### src/rtl/sntc_ldpc_enc_serializer_if.sv
// Codeword-in / beat-out bundle for the LDPC encoder serializer.
// The encoder-facing side uses master; the serializer uses slave.
interface sntc_ldpc_enc_serializer_if #(
    parameter int NN = 208,
    parameter int OW = 16
);
    logic [NN-1:0] cw_in;
    logic          cw_in_vld;
    logic          cw_in_chk;
    logic          cw_in_rdy;
    logic [OW-1:0] dout;
    logic          dout_vld;
    logic          dout_rdy;
    logic          dout_sop;
    logic          dout_eop;
    logic          busy;
    logic [15:0]   drop_cnt;

    modport master (
        output cw_in, cw_in_vld, cw_in_chk, dout_rdy,
        input  cw_in_rdy, dout, dout_vld, dout_sop, dout_eop, busy, drop_cnt
    );

    modport slave (
        input  cw_in, cw_in_vld, cw_in_chk, dout_rdy,
        output cw_in_rdy, dout, dout_vld, dout_sop, dout_eop, busy, drop_cnt
    );
endinterface

### src/rtl/sntc_ldpc_enc_serializer.sv
// Captures NN-bit codewords (with a one-word shadow buffer) and streams them as OW-bit beats.
// Optional feature macro SNTC_ENC_CHK_EN: discard words whose syndrome flag is 0 and count them.
module sntc_ldpc_enc_serializer #(
    parameter int NN    = 'h000d0,
    parameter int MM    = 'h000a8,
    parameter int OW    = 16,
    parameter int BEATS = (NN + OW - 1) / OW,
    parameter int BW    = $clog2(BEATS + 1)
) (
    input  logic                          clk,
    input  logic                          clr,
    sntc_ldpc_enc_serializer_if.slave     bus
);
    // SR is padded to a whole number of beats so the last beat shifts out with zero fill.
    localparam int PW = BEATS * OW;

    if (OW < 1 || OW > NN || MM >= NN) begin : g_cfg_err
        $error("sntc_ldpc_enc_serializer: illegal NN/MM/OW combination");
    end

    typedef enum logic [0:0] {S_IDLE, S_SEND} state_t;

    state_t          r_state;
    logic [PW-1:0]   r_sr;
    logic [BW-1:0]   r_bcnt;
    logic [NN-1:0]   r_sh;
    logic            r_sh_full;
    logic            r_cw_in_rdy;

    state_t          w_state_next;
    logic [PW-1:0]   w_sr_next;
    logic [BW-1:0]   w_bcnt_next;
    logic [NN-1:0]   w_sh_next;
    logic            w_sh_full_next;

    logic            w_in_hs;
    logic            w_keep;
    logic            w_out_hs;
    logic            w_last;
    logic            w_eop_hs;
    logic            w_sr_free;

    assign w_in_hs   = bus.cw_in_vld & r_cw_in_rdy;
    assign w_out_hs  = (r_state == S_SEND) & bus.dout_rdy;
    assign w_last    = (r_bcnt == BW'(BEATS - 1));
    assign w_eop_hs  = w_out_hs & w_last;
    assign w_sr_free = (r_state == S_IDLE) | w_eop_hs;

`ifdef SNTC_ENC_CHK_EN
    logic [15:0] r_drop_cnt;

    assign w_keep = w_in_hs & bus.cw_in_chk;

    always_ff @(posedge clk) begin
        if (clr) begin
            r_drop_cnt <= '0;
        end else if (w_in_hs && !bus.cw_in_chk && r_drop_cnt != 16'hFFFF) begin
            r_drop_cnt <= r_drop_cnt + 16'd1;
        end
    end

    assign bus.drop_cnt = r_drop_cnt;
`else
    logic w_unused_chk;

    assign w_keep       = w_in_hs;
    assign w_unused_chk = bus.cw_in_chk;
    assign bus.drop_cnt = '0;
`endif

    always_comb begin
        w_state_next   = r_state;
        w_sr_next      = r_sr;
        w_bcnt_next    = r_bcnt;
        w_sh_next      = r_sh;
        w_sh_full_next = r_sh_full;

        if (w_out_hs) begin
            w_sr_next   = r_sr >> OW;
            w_bcnt_next = r_bcnt + BW'(1);
        end

        // On eop the shadow word takes over SR so the next sop follows without a gap.
        if (w_eop_hs) begin
            w_bcnt_next  = '0;
            w_state_next = S_IDLE;
            if (r_sh_full) begin
                w_sr_next      = PW'(r_sh);
                w_sh_full_next = 1'b0;
                w_state_next   = S_SEND;
            end
        end

        if (w_keep) begin
            if (w_sr_free && !r_sh_full) begin
                w_sr_next    = PW'(bus.cw_in);
                w_bcnt_next  = '0;
                w_state_next = S_SEND;
            end else begin
                w_sh_next      = bus.cw_in;
                w_sh_full_next = 1'b1;
            end
        end
    end

    always_ff @(posedge clk) begin
        if (clr) begin
            r_state     <= S_IDLE;
            r_sr        <= '0;
            r_bcnt      <= '0;
            r_sh        <= '0;
            r_sh_full   <= 1'b0;
            r_cw_in_rdy <= 1'b0;
        end else begin
            r_state     <= w_state_next;
            r_sr        <= w_sr_next;
            r_bcnt      <= w_bcnt_next;
            r_sh        <= w_sh_next;
            r_sh_full   <= w_sh_full_next;
            r_cw_in_rdy <= !w_sh_full_next;
        end
    end

    assign bus.cw_in_rdy = r_cw_in_rdy;
    assign bus.dout_vld  = (r_state == S_SEND);
    assign bus.dout      = bus.dout_vld ? r_sr[OW-1:0] : '0;
    assign bus.dout_sop  = bus.dout_vld & (r_bcnt == '0);
    assign bus.dout_eop  = bus.dout_vld & w_last;
    assign bus.busy      = (r_state == S_SEND) | r_sh_full;
endmodule

### src/flat_wrapper.sv
// flat-port wrapper written by rule: the top's interface ports become plain ports
module sntc_ldpc_enc_serializer_flat 
#(
    parameter int NN    = 'h000d0,
    parameter int MM    = 'h000a8,
    parameter int OW    = 16,
    parameter int BEATS = (NN + OW - 1) / OW,
    parameter int BW    = $clog2(BEATS + 1)
)
  (clk, clr, bus_cw_in, bus_cw_in_vld, bus_cw_in_chk, bus_dout_rdy, bus_cw_in_rdy, bus_dout, bus_dout_vld, bus_dout_sop, bus_dout_eop, bus_busy, bus_drop_cnt);
  sntc_ldpc_enc_serializer_if #(.NN(NN), .OW(OW)) bus_i ();
  input  logic clk;
  input  logic clr;
  input wire logic [$bits(bus_i.cw_in)-1:0] bus_cw_in;
  input wire logic [$bits(bus_i.cw_in_vld)-1:0] bus_cw_in_vld;
  input wire logic [$bits(bus_i.cw_in_chk)-1:0] bus_cw_in_chk;
  input wire logic [$bits(bus_i.dout_rdy)-1:0] bus_dout_rdy;
  output wire logic [$bits(bus_i.cw_in_rdy)-1:0] bus_cw_in_rdy;
  output wire logic [$bits(bus_i.dout)-1:0] bus_dout;
  output wire logic [$bits(bus_i.dout_vld)-1:0] bus_dout_vld;
  output wire logic [$bits(bus_i.dout_sop)-1:0] bus_dout_sop;
  output wire logic [$bits(bus_i.dout_eop)-1:0] bus_dout_eop;
  output wire logic [$bits(bus_i.busy)-1:0] bus_busy;
  output wire logic [$bits(bus_i.drop_cnt)-1:0] bus_drop_cnt;
  assign bus_i.cw_in = bus_cw_in;
  assign bus_i.cw_in_vld = bus_cw_in_vld;
  assign bus_i.cw_in_chk = bus_cw_in_chk;
  assign bus_i.dout_rdy = bus_dout_rdy;
  assign bus_cw_in_rdy = bus_i.cw_in_rdy;
  assign bus_dout = bus_i.dout;
  assign bus_dout_vld = bus_i.dout_vld;
  assign bus_dout_sop = bus_i.dout_sop;
  assign bus_dout_eop = bus_i.dout_eop;
  assign bus_busy = bus_i.busy;
  assign bus_drop_cnt = bus_i.drop_cnt;
  sntc_ldpc_enc_serializer #(.NN(NN), .MM(MM), .OW(OW), .BEATS(BEATS), .BW(BW)) u_core (.clk(clk), .clr(clr), .bus(bus_i));
endmodule
### config.mk
export PLATFORM = sky130hd
export DESIGN_NAME = sntc_ldpc_enc_serializer_flat
export DESIGN_NICKNAME = d
export VERILOG_FILES = /design/src/rtl/sntc_ldpc_enc_serializer_if.sv /design/src/rtl/sntc_ldpc_enc_serializer.sv /design/src/flat_wrapper.sv
export SDC_FILE = /design/constraint.sdc
export NUM_CORES = 1
export LEC_CHECK = 0
export ABC_AREA = 1
export CAP_MARGIN = 0
export CORE_MARGIN = 1.5
export CORE_UTILIZATION = 40
export CTS_CLUSTER_SIZE = 40
export DETAILED_ROUTE_END_ITERATION = 8
export PLACE_DENSITY_LB_ADDON = 0.3
export RECOVER_POWER = 25
export SLEW_MARGIN = 30
export SYNTH_ARGS = -nofsm -noshare
export SYNTH_HDL_FRONTEND = slang
export SYNTH_SLANG_ARGS = --single-unit
### constraint.sdc
create_clock -name clk -period 2.51 [get_ports clk]
set_input_delay 0.3765 -clock clk [delete_from_list [all_inputs] [get_ports clk]]
set_output_delay 0.3765 -clock clk [all_outputs]
set_load 0.01 [all_outputs]
==> impl_metrics.ini <==
[outcome]
outcome = completed

[yosys]
muxShareOfSynthArea = 0
synth_fa_ha_area_frac = 0.0009611
async_flop_share = 0
synth_area_leader_cell = dfxtp_1
synth_top_family_by_area = simple AND/OR/NAND/NOR gates
synthTopCellsByCount = nand2_1, inv_1, nand3_1, nor2_1, dfxtp_1
synth_flop_cell = dfxtp_1
syn_area_um2 = 26040
synth-xor-area-share = 0.001009
yosysWarnings = 0
synth.distinct_cells = 23
synth.avg_cell_area_um2 = 5.681
synth_top_area_frac = 0.3252
synth-simple-area-share = 0.4407
synth-compound-area-share = 0.04570
yosysMostFrequentCell = nand2_1
synth-edff-count = 0
ys_seq_area_frac = 0.3252
synthCells = 4583
yosys_register_bits = 423
synth_area_leaders = dfxtp_1, nand2_1, inv_1

[cts]
cts_buffers = 51
cts_tree = done
cts_max_path_buffers = 3
htree_levels = 2
clock-sinks = 423
holdBufCountCts = 0
clockRootBuffer = clkbuf_16
clkSlewWorstSetupHoldPaths_ns = 0.06
clk_latency_ns = 0.60

[global_routing]
grt_pass1_wl_um = 128200
track_usage = 0.2366
grt_util_met2 = 0.3771
globalRoute.busiestLayer = met2
grt_pass1_vias = 23210
grt_max_degree = 124
grt_antenna_before_repair = 2
gr-usage-met3 = 0.02945
gr-total-overflow = 0
use_met1 = 0.3271

[floorplanning]
die_h_um = 258.1
die-area_um2 = 66630
die_w_um = 258.1
initial_core_util = 0.4046
num_rows = 93
core_area_um2 = 64350
io_pins = 250

[timing]
finalSetupTns_ns = 0
rsz0062_at_grt = no
worstMarginPinSlew_ns = 0.8211
setup_viol = 0
worst_clock_skew_ns = 0.01810
max_freq_mhz = 412.0
layout_min_cycle_time_ns = 2.427
maxSlewHeadroom = 0.4526
hold_viol = 0
finalWorstSetupSlack_ns = 0.08263
timing.hold.ws_ns = 0.2603
min_period_over_period = 0.9671
final_max_slew_viol_count = 0

[setup_path]
slowest_stage = clkdlybuf4s50_1
cp-end-kind = primary output
path_buf_inv = 2
crit_path_start_kind = flop
cpLargestDelayFamily = buffers and inverters
criticalPathCategory = flop to primary output
worstPathArrival_ns = 2.05
rrSetupSlack_ns = 0.24
cp_max_fo = 49
max_stage_delay_ns = 0.56
cp.required_ns = 2.13
critical_path.cell_chain = inv_8 -> nand2_1 -> clkdlybuf4s50_1

[detailed_routing]
drt-initial-drc-count = 2271
wl_per_cell_um = 14.98
avgViaCountPerCell = 4.875
drc = 0
drt_first_pass_iters = 5
ant_nets = 0
via_count = 26620
wirelength_um = 81790

[placed_design]
io_buffers = 232
gp_congestion = 0.8335
pre_cts_ws_ns = 0.3474
hpwl_um = 48860

[pwr]
ir_drop_v = 0.0004834
power_density_nw_per_um2 = 608.7
leakagePower_nw = 15.44

[cells_and_area]
final_util = 0.4749
antenna_cells = 0
drive_above_1_share = 0.03495
fillCellCount = 6781
nets = 4783
area_growth_pct = 17.36

[worst_hold_path]
min_path_type = input port to flop

[job]
maxCapViolCount = 0
where the power goes:
group / total [W] / switching (W) / leakage [nW] / internal [W]
combinational: 0.00360 / 0.00225 / 11.2 / 0.00135
clock: 0.00754 / 0.00306 / 0.827 / 0.00448
sequential: 0.00745 / 0.000283 / 3.46 / 0.00717
total: 0.0186 / 0.00560 / 15.4 / 0.0130
worst paths after layout:
kind | cells after the start | startpoint | end
setup / recovery | 3 | u_core.r_sh_full$_SDFF_PP0_ | bus_busy
hold / removal | 4 | bus_dout_rdy | u_core.r_bcnt[0]$_SDFF_PP0_
setup reg to reg | 9 | u_core.r_bcnt[0]$_SDFF_PP0_ | u_core.bus.cw_in_rdy$_SDFF_PP0_
hold reg to reg | 2 | u_core.r_sh[166]$_SDFFE_PP0P_ | u_core.r_sh[166]$_SDFFE_PP0P_
final cells by class:
| cell class | count | area (um^2) | share of cell area |
|---|---|---|---|
| multi-input combinational | 2962 | 12830 | 0.4198 |
| clock inverter | 13 | 143.9 | 0.004709 |
| sequential | 423 | 8476 | 0.2774 |
| clock buffer | 78 | 1530 | 0.05008 |
| timing repair buffer | 302 | 3378 | 0.1106 |
| inverter | 828 | 3131 | 0.1024 |
| tap | 855 | 1070 | 0.03501 |
per-layer routing:
metal / part of all wire / routed length (um)
met4: 0.032 / 2587
met1: 0.46 / 37310
met5: 0.000098 / 8
met2: 0.45 / 37190
met3: 0.057 / 4694
per-stage QoR:
stage	power, W	area [um^2]	instances
floorplan	0.01004	26090	4598
global placement	0.01115	28900	5368
detailed placement	0.01119	28900	5368
CTS	0.01872	30610	5461
global route	0.01951	30560	5461
finish	0.01860	30560	5461
flip-flops by register name, summed over array words and instances (netlist names):
signal	cells
u_core.r_sh	208
u_core.bus.cw_in_rdy	1
u_core.r_sr	208
u_core.r_sh_full	1
u_core.r_bcnt	4
u_core.bus.dout_vld	1
worst reg2reg max path, stage by stage, from the launching register on:
cell	delay (ns)
dfxtp_1	0.39
inv_1	0.06
ha_1	0.23
nand3_4	0.12
o21bai_2	0.14
nand2_1	0.25
buf_6	0.56
nand2_1	0.23
nand2_1	0.10
nor2_1	0.05
repair_timing:
item / CTS / global route
setup buffers: 2 / 0
endpoints found under the setup margin: 2 / 1
gates resized for setup: 5 / 1
pin swaps: 1 / 0
placed cells by master, fill, tap and decap left out, types with 14 or more instances in the layout:
master / count
nand3_1: 609
nor2_1: 422
inv_1: 824
buf_12: 41
nand4_1: 209
buf_4: 24
nand2_1: 1466
a21boi_0: 16
clkbuf_16: 53
a21oi_1: 209
clkbuf_1: 14
clkdlybuf4s50_1: 228
conb_1: 16
dfxtp_1: 421
cells by family (layout without fill, tap and decap cells):
group | Yosys count | after routing
xor+xnor | 3 | 3
buf+inv | 1213 | 1221
simple gates | 2713 | 2713
other cells | 1 | 16
flops | 423 | 423
compound gates | 228 | 228
fa+ha+maj | 2 | 2
(Power assumes the default switching activity.)
